===== src/rtl/hiscore_engine_if.sv =====
// Game-RAM hiscore port: the engine drives address/data/write enable and receives
// read data one cycle after the address.
interface hiscore_engine_if;
    localparam int unsigned AW = 12;
    localparam int unsigned DW = 8;

    logic [AW-1:0] HSAD;
    logic [DW-1:0] HSDI;
    logic [DW-1:0] HSWE;
    logic [DW-1:0] HSDO;

    modport master (output HSAD, output HSDI, output HSWE, input HSDO);
    modport slave  (input HSAD, input HSDI, input HSWE, output HSDO);
endinterface


===== src/rtl/hiscore_engine.sv =====
// Hiscore table engine: restores a host-supplied table into game RAM after boot and
// dumps it back to the host buffer on request. Game-RAM cycles only run during VBLK.
module hiscore_engine #(
    parameter logic [11:0] BASE    = 12'h000,
    parameter int unsigned LEN     = 64,
    parameter logic [7:0]  SIG0    = 8'h00,
    parameter logic [7:0]  SIG1    = 8'h00,
    parameter logic [7:0]  WAIT_FR = 8'd60
) (
    input  logic                clk48M,
    input  logic                reset,
    input  logic                VBLK,
    hiscore_engine_if.master    hs,
    input  logic [7:0]          ho_ad,
    input  logic [7:0]          ho_di,
    input  logic                ho_we,
    output logic [7:0]          ho_do,
    input  logic                ho_loaded,
    input  logic                sv_req,
    output logic                busy,
    output logic                sv_done,
    output logic                restored
);
    localparam int unsigned AW    = 12;
    localparam int unsigned DW    = 8;
    localparam int unsigned IW    = 8;
    localparam int unsigned DEPTH = 256;

    typedef enum logic [2:0] {
        S_WAIT,
        S_CHECK,
        S_RESTORE,
        S_ARMED,
        S_SAVE
    } state_t;

    state_t        r_state, w_state;
    logic [IW-1:0] r_cnt, w_cnt;
    logic [IW-1:0] r_idx, w_idx;
    logic [1:0]    r_ph, w_ph;
    logic          r_sig_ok, w_sig_ok;
    logic [AW-1:0] r_hsad, w_hsad;
    logic [DW-1:0] r_hsdi, w_hsdi;
    logic          r_hswe, w_hswe;
    logic          r_busy, w_busy;
    logic          r_done, w_done;
    logic          r_restored, w_restored;
    logic          w_eng_we;

    logic [DW-1:0] r_buf [DEPTH];
    logic [DW-1:0] r_eng_rd;
    logic [DW-1:0] r_ho_do;
    logic          r_vblk_d;

    logic          w_vblk_rise;
    logic          w_last;
    logic [AW-1:0] w_addr_i;
    logic [AW-1:0] w_addr_last;

    assign w_vblk_rise = VBLK & ~r_vblk_d;
    assign w_last      = (r_idx == IW'(LEN - 1));
    assign w_addr_i    = AW'(BASE + AW'(r_idx));
    assign w_addr_last = AW'(BASE + AW'(LEN - 1));

    assign hs.HSAD  = r_hsad;
    assign hs.HSDI  = r_hsdi;
    assign hs.HSWE  = {DW{r_hswe}};
    assign ho_do    = r_ho_do;
    assign busy     = r_busy;
    assign sv_done  = r_done;
    assign restored = r_restored;

    // Buffer: host write first so a same-address engine write overrides it
    always_ff @(posedge clk48M) begin
        if (ho_we) begin
            r_buf[ho_ad] <= ho_di;
        end
        if (w_eng_we && !reset) begin
            r_buf[r_idx] <= hs.HSDO;
        end
        r_eng_rd <= r_buf[r_idx];
    end

    always_ff @(posedge clk48M) begin
        if (reset) begin
            r_ho_do <= '0;
        end else begin
            r_ho_do <= r_buf[ho_ad];
        end
    end

    always_ff @(posedge clk48M) begin
        r_vblk_d <= VBLK;
    end

    // State register
    always_ff @(posedge clk48M) begin
        if (reset) begin
            r_state    <= S_WAIT;
            r_cnt      <= '0;
            r_idx      <= '0;
            r_ph       <= '0;
            r_sig_ok   <= 1'b0;
            r_hsad     <= BASE;
            r_hsdi     <= '0;
            r_hswe     <= 1'b0;
            r_busy     <= 1'b0;
            r_done     <= 1'b0;
            r_restored <= 1'b0;
        end else begin
            r_state    <= w_state;
            r_cnt      <= w_cnt;
            r_idx      <= w_idx;
            r_ph       <= w_ph;
            r_sig_ok   <= w_sig_ok;
            r_hsad     <= w_hsad;
            r_hsdi     <= w_hsdi;
            r_hswe     <= w_hswe;
            r_busy     <= w_busy;
            r_done     <= w_done;
            r_restored <= w_restored;
        end
    end

    // Next state; a VBLK drop rewinds the phase so the current byte's read is re-issued
    always_comb begin
        w_state    = r_state;
        w_cnt      = r_cnt;
        w_idx      = r_idx;
        w_ph       = r_ph;
        w_sig_ok   = r_sig_ok;
        w_hsad     = r_hsad;
        w_hsdi     = r_hsdi;
        w_hswe     = 1'b0;
        w_done     = 1'b0;
        w_restored = r_restored;
        w_eng_we   = 1'b0;

        case (r_state)
            S_WAIT: begin
                if (w_vblk_rise && (r_cnt != WAIT_FR)) begin
                    w_cnt = r_cnt + IW'(1);
                end
                if (r_cnt == WAIT_FR) begin
                    w_idx   = '0;
                    w_ph    = '0;
                    w_state = ho_loaded ? S_CHECK : S_ARMED;
                end
            end

            S_CHECK: begin
                if (!VBLK) begin
                    w_ph = '0;
                end else if (r_ph == 2'd0) begin
                    w_hsad = (r_idx == '0) ? BASE : w_addr_last;
                    w_ph   = 2'd1;
                end else if (r_ph == 2'd1) begin
                    w_ph = 2'd2;
                end else if (r_idx == '0) begin
                    w_sig_ok = (hs.HSDO == SIG0);
                    w_idx    = IW'(1);
                    w_ph     = '0;
                end else begin
                    w_idx = '0;
                    w_ph  = '0;
                    if (r_sig_ok && (hs.HSDO == SIG1)) begin
                        w_state = S_RESTORE;
                    end else begin
                        w_state = S_WAIT;
                        w_cnt   = '0;
                    end
                end
            end

            // Phase 0 lets the buffer read of r_idx land; phase 1 issues the write
            S_RESTORE: begin
                if (!VBLK) begin
                    w_ph = '0;
                end else if (r_ph == 2'd0) begin
                    w_ph = 2'd1;
                end else begin
                    w_hsad = w_addr_i;
                    w_hsdi = r_eng_rd;
                    w_hswe = 1'b1;
                    w_ph   = '0;
                    if (w_last) begin
                        w_idx      = '0;
                        w_restored = 1'b1;
                        w_state    = S_ARMED;
                    end else begin
                        w_idx = r_idx + IW'(1);
                    end
                end
            end

            S_ARMED: begin
                if (sv_req) begin
                    w_idx   = '0;
                    w_ph    = '0;
                    w_state = S_SAVE;
                end
            end

            S_SAVE: begin
                if (!VBLK) begin
                    w_ph = '0;
                end else if (r_ph == 2'd0) begin
                    w_hsad = w_addr_i;
                    w_ph   = 2'd1;
                end else if (r_ph == 2'd1) begin
                    w_ph = 2'd2;
                end else begin
                    w_eng_we = 1'b1;
                    w_ph     = '0;
                    if (w_last) begin
                        w_idx   = '0;
                        w_done  = 1'b1;
                        w_state = S_ARMED;
                    end else begin
                        w_idx = r_idx + IW'(1);
                    end
                end
            end

            default: begin
                w_state = S_WAIT;
            end
        endcase

        w_busy = (w_state == S_CHECK) || (w_state == S_RESTORE) || (w_state == S_SAVE);
    end
endmodule


===== src/flat_wrapper.sv =====
// flat-port wrapper written by rule: the top's interface ports become plain ports
module hiscore_engine_flat 
#(
    parameter logic [11:0] BASE    = 12'h000,
    parameter int unsigned LEN     = 64,
    parameter logic [7:0]  SIG0    = 8'h00,
    parameter logic [7:0]  SIG1    = 8'h00,
    parameter logic [7:0]  WAIT_FR = 8'd60
)
  (clk48M, reset, VBLK, ho_ad, ho_di, ho_we, ho_do, ho_loaded, sv_req, busy, sv_done, restored, hs_HSAD, hs_HSDI, hs_HSWE, hs_HSDO);
  hiscore_engine_if hs_i ();
  input  logic clk48M;
  input  logic reset;
  input  logic VBLK;
  input  logic [7:0] ho_ad;
  input  logic [7:0] ho_di;
  input  logic ho_we;
  output logic [7:0] ho_do;
  input  logic ho_loaded;
  input  logic sv_req;
  output logic busy;
  output logic sv_done;
  output logic restored;
  output wire logic [$bits(hs_i.HSAD)-1:0] hs_HSAD;
  output wire logic [$bits(hs_i.HSDI)-1:0] hs_HSDI;
  output wire logic [$bits(hs_i.HSWE)-1:0] hs_HSWE;
  input wire logic [$bits(hs_i.HSDO)-1:0] hs_HSDO;
  assign hs_HSAD = hs_i.HSAD;
  assign hs_HSDI = hs_i.HSDI;
  assign hs_HSWE = hs_i.HSWE;
  assign hs_i.HSDO = hs_HSDO;
  hiscore_engine #(.BASE(BASE), .LEN(LEN), .SIG0(SIG0), .SIG1(SIG1), .WAIT_FR(WAIT_FR)) u_core (.clk48M(clk48M), .reset(reset), .VBLK(VBLK), .hs(hs_i), .ho_ad(ho_ad), .ho_di(ho_di), .ho_we(ho_we), .ho_do(ho_do), .ho_loaded(ho_loaded), .sv_req(sv_req), .busy(busy), .sv_done(sv_done), .restored(restored));
endmodule

===== config.mk =====
export PLATFORM = sky130hd
export DESIGN_NAME = hiscore_engine_flat
export DESIGN_NICKNAME = d
export VERILOG_FILES = /design/src/rtl/hiscore_engine_if.sv /design/src/rtl/hiscore_engine.sv /design/src/flat_wrapper.sv
export SDC_FILE = /design/constraint.sdc
export NUM_CORES = 2
export LEC_CHECK = 0
export CELL_PAD_IN_SITES_DETAIL_PLACEMENT = 1
export CELL_PAD_IN_SITES_GLOBAL_PLACEMENT = 1
export CORE_MARGIN = 2
export CORE_UTILIZATION = 55
export CTS_CLUSTER_SIZE = 12
export DETAILED_ROUTE_END_ITERATION = 7
export HOLD_SLACK_MARGIN = 0.06
export PLACE_DENSITY = 0.81
export SKIP_LAST_GASP = 1
export SYNTH_ARGS = -nofsm -noshare
export SYNTH_HDL_FRONTEND = slang
export SYNTH_SLANG_ARGS = --single-unit

===== constraint.sdc =====
create_clock -name clk48M -period 4.7 [get_ports clk48M]
set_clock_uncertainty 0.2 [all_clocks]
set_input_delay 1.41 -clock clk48M [delete_from_list [all_inputs] [get_ports clk48M]]
set_output_delay 1.41 -clock clk48M [all_outputs]
set_load 0.05 [all_outputs]

---- Word level (Yosys, flattened, before mapping) ----
Memory sizes are Yosys's and may differ from the RTL's. A register that Yosys moved wholly into a read port is not among the register bits.
Index checks and enable logic that the tools add are counted.
operators by class
  equality and inequality tests ........... 26
  reductions and logical operators ........ 24
  multiplexer cells ....................... 61
  bitwise operators ....................... 7
  $add $sub $neg .......................... 2
operator list
  kind                                           number
  2-to-1 mux 8 bit                               17
  2-to-1 mux 12 bit                              6
  one-hot mux 8 bit (5 select lines)             1
  2-to-1 mux 3 bit                               12
  one-hot mux 12 bit (3 select lines)            1
  != test 2 bit, second input constant           11
  adder 8 x 1 -> 8 bit, second input constant    2
  == test 8 x 6 -> 1 bit, second input constant  2
  zero test 8 bit                                2
  2-to-1 mux 2 bit                               8
  one-hot mux 8 bit (2 select lines)             1
  one-hot mux 3 bit (5 select lines)             1
  AND reduction 7 bit                            2
  2-to-1 mux 1 bit                               12
  AND reduction 11 bit                           1
  == test 3 x 2 -> 1 bit, second input constant  3
  != test 2 x 1 -> 1 bit, second input constant  4
  != test 8 x 6 -> 1 bit, second input constant  1
  one-hot mux 2 bit (4 select lines)             1
  == test 3 x 1 -> 1 bit, second input constant  2
  == test 3 bit, second input constant           2
  2-to-1 mux 6 bit                               1
  NOT 1 bit                                      6
  AND reduction 3 bit                            2
  16 further kinds                               19
storage, ports and cells
  memories ................................ 1
  logic and storage cells ................. 133
  output and inout port bits .............. 39
  bits in writable memories ............... 2,048
  bits in registers ....................... 47
memories
  memory        words  width  rd ports  clocked after Yosys merged registers in  wr ports  line                  RTL
  u_core.r_buf  256    8      2         2                                        2         hiscore_engine.sv:50  logic [DW-1:0] r_buf [DEPTH];

---- Logic depth before layout (Yosys ltp) ----
  depth in word-level cells ............... 11
  depth in mapped cells ................... 14

---- Worst setup path after synthesis ----
No wires, ideal clock.
  kind .................................... input port to flip-flop
  from .................................... in ho_ad[0]
  to ...................................... mem u_core.r_buf[113][0], enable pin
  library setup time ...................... 376 ps
  required time ........................... 4,124 ps
  setup slack ............................. 293 ps
  buffers on the path ..................... 8
  cell stages on the path ................. 12
  arrival time ............................ 3,831 ps
  cell sequence ........................... buf_2 -> buf_6 -> buf_4 -> buf_4 -> buf_4 -> inv_1 -> buf_2 -> buf_2 -> nor2_1 -> nand3_1 -> buf_2 -> o22ai_1
RTL lines
  what             line                  RTL
  start, declared  flat_wrapper.sv:15    input logic [7:0] ho_ad;
  end, declared    hiscore_engine.sv:50

==> results by group <==
Floorplan
  • Initial Utilization: 55.27%
  • Die Ht: 481.7 um
  • Total core area: 227100 um^2
  • Top Ports: 69
  • Rows: 175
  • Die Footprint: 232000 um^2
  • Die boundary width: 481.7 um

Timing
  • Max-slew violations: 0
  • Final hold viol count: 0
  • Rel. slew slack: 10.62%
  • Final worst slack: 0.1135 ns
  • Setup Viol. Count Final: 0
  • Fmax: 218.0 MHz
  • RSZ-0062 raised after global routing: false
  • Fin crit share: 97.59%
  • Post-route minimum period: 4.587 ns
  • Slew @ Worst Pin: 1.322 ns

Critical path
  • CP Max Fanout: 21
  • Buf+Inv Stages, Crit Path: 1
  • Req. time, crit path: 5.14 ns
  • Top Family by Delay on Critical Path: multiplexers
  • Crit path cell chain: buf_4 > mux4_2 > mux4_2 > a22oi_1 > nand4_1 > nor2_1 > o211ai_1
  • Crit path kind: flop to flop
  • Crit path DAT: 5.02 ns
  • Cell mode on critical path: mux4_2
  • Critical Path Source: u_core.r_idx[0]$_SDFFE_PP0P_
  • Worst Setup Start Kind: flop
  • Critical path endpoint category: flop
  • Critical path's largest stage delay: 1.06 ns
  • Critical path's slowest cell: dfxtp_4
  • RR Startpoint: u_core.r_idx[0]$_SDFFE_PP0P_

CTS
  • TritonCTS Buffers: 231
  • Clock-pin slew on the worst setup and hold paths: 0.06 ns
  • Htree depth: 4
  • Post-CTS Setup Bufs: 0
  • PostCTS Resize Cnt: 0
  • Clock latency on the worst-skew pair: 0.95 ns
  • CTS Buffer Depth: 3
  • Clock sink count: 2107
  • CTS tree: built
  • Hold buffers post-CTS: 0
  • Root buf cell: clkbuf_16

Place
  • Placer Congestion: 1.072
  • Port Buffers: 64
  • Worst slack, placed: -0.4963 ns
  • DP HPWL: 337100 um

Logic synthesis
  • Synth cell count leaders: mux2_2 (2055), edfxtp_1 (2048), mux4_2 (1191), clkbuf_1 (660), o22ai_1 (260)
  • Cell Area, Synth: 125500 um^2
  • Distinct cells, synth: 78
  • Synth Warn #: 0
  • Number of flops mapped to enable cells by yosys: 2048
  • Register area share after synthesis: 49.94%
  • Synth area leaders: edfxtp_1 (49%), mux4_2 (21%), mux2_2 (18%)
  • Area leader, netlist: edfxtp_1
  • Main synth FF type: edfxtp_1
  • Synthesized flop and latch total: 2107
  • Syn avg cell area: 16.32 um^2
  • Asr flop ratio synth: 0%
  • Most numerous cell in the Yosys netlist: mux2_2
  • Cell count after synthesis: 7690
  • Area share of the largest cell type after synthesis: 49.00%

Global route
  • Largest net degree at the start of global routing: 124
  • Vias in the first global route: 88560
  • GRT Resource Usage Total: 43.84%
  • First-pass GRT wire length: 712700 um
  • GR Overflow Total: 0
  • Initial antenna violation count: 56

Layout
  • Multi-input logic area: 59090 um^2
  • Post-layout util: 62.46%
  • Final net count: 7947
  • Register Area: 62700 um^2
  • Area grow syn2layout: 13.00%
  • Layout cells sized above 1: 58.01%
  • Filler cells: 19420

Run
  • Max-cap violations: 0

Hold path
  • Worst Hold Class: flop to flop
  • HP Start: u_core.hs.HSAD[0]$_SDFFE_PP0P_

Detailed routing
  • DRT Pass-1 Iters: 8
  • Residual DRC count: 0
  • Final antenna-violating net count: 0
  • Via/cell ratio: 7.954
  • Vias: 88750
  • Routed wire per std cell: 45.81 um
  • DRT iter0 DRCs: 14880
  • Final wirelength: 511100 um

Run status
  • Status: finished, final reports clean

Power and ir drop
  • P_leak: 0.04399 uW
  • Peak VDD IR: 0.3271 mV
  • Power Density: 303.4 nW/um^2
==> logic make-up after synthesis <==
kind of cell | after synthesis | synth area share, %
flops | 2107 | 49.94
xor+xnor | 12 | 0.08374
other cells | 1 | 0.002988
mux | 3382 | 40.90
buf+inv | 968 | 3.282
fa+ha+maj | 6 | 0.05981
compound gates | 533 | 2.889
simple gates | 681 | 2.845
==> power by group <==
group / leakage (uW) / switching [uW] / internal [uW]
clock: 0.00363 / 8110 / 10400
sequential: 0.0189 / 54.9 / 20600
combinational: 0.0215 / 2340 / 1540
==> routing by layer <==
layer / wire length [um] / GRT usage, %
met2: 224600 / 63.86
met5: 297 / 0.1036
met1: 170000 / 54.50
met3: 73680 / 16.54
met4: 42540 / 29.53
==> cells in the final DEF (no fill, tap or decap), drive strengths merged, types with 75 or more instances in the layout <==
cell type	instances
buf	892
clkinv	97
a22oi	79
clkbuf	297
nand2	122
mux2i	136
mux4	1191
mux2	2055
nand3	75
o22ai	261
nor2	340
edfxtp	2048
==> layout make-up <==
cell class	instances	area share, %
Inverter	19	0.05558
Antenna cell	42	0.07411
Sequential cell	2107	44.21
Clock buffer	296	4.334
Tap cell	3009	2.655
Multi-Input combinational cell	4618	41.67
Timing Repair Buffer	934	6.098
Clock inverter	133	0.9078
==> registers in the layout (all words and copies together) (netlist names), 2 cells and up <==
signal           cells
u_core.hs.HSDI       8
u_core.hs.HSAD       8
u_core.r_cnt         8
u_core.r_buf      2048
u_core.r_idx         8
u_core.r_eng_rd      8
u_core.ho_do         8
u_core.r_ph          2
u_core.r_state       3
==> worst register-to-register path: cells and delay by family, from the launching register on <==
kind            cells  cell delay [ns]
mux                 2             1.26
compound gates      2             0.81
flops               1             1.06
simple gates        2             0.35
buf+inv             1             0.61
==> final timing paths <==
check,slack (ns),to,depth (start not counted)
setup / recovery,0.11,u_core.r_eng_rd[2]$_DFF_P_,7
hold / removal,0.26,u_core.hs.HSAD[0]$_SDFFE_PP0P_,2
setup reg to reg,0.11,u_core.r_eng_rd[2]$_DFF_P_,7
hold reg to reg,0.26,u_core.hs.HSAD[0]$_SDFFE_PP0P_,2
==> per-stage QoR <==
| step | TNS [ns] | total power [uW] | instance area [um^2] | cells | hold WS [ns] |
|---|---|---|---|---|---|
| floorplan | 0 | 23220 | 125500 | 7693 | 0.2293 |
| global placement | -2.267 | 24610 | 134300 | 10690 | 0.2410 |
| detailed placement | -1.962 | 24750 | 134300 | 10690 | 0.2500 |
| CTS | 0 | 42810 | 141700 | 11120 | 0.2564 |
| global route | 0 | 43610 | 141700 | 11120 | 0.2677 |
| finish | 0 | 43030 | 141800 | 11160 | 0.2555 |
No activity file was read; power rests on OpenSTA's default activity.
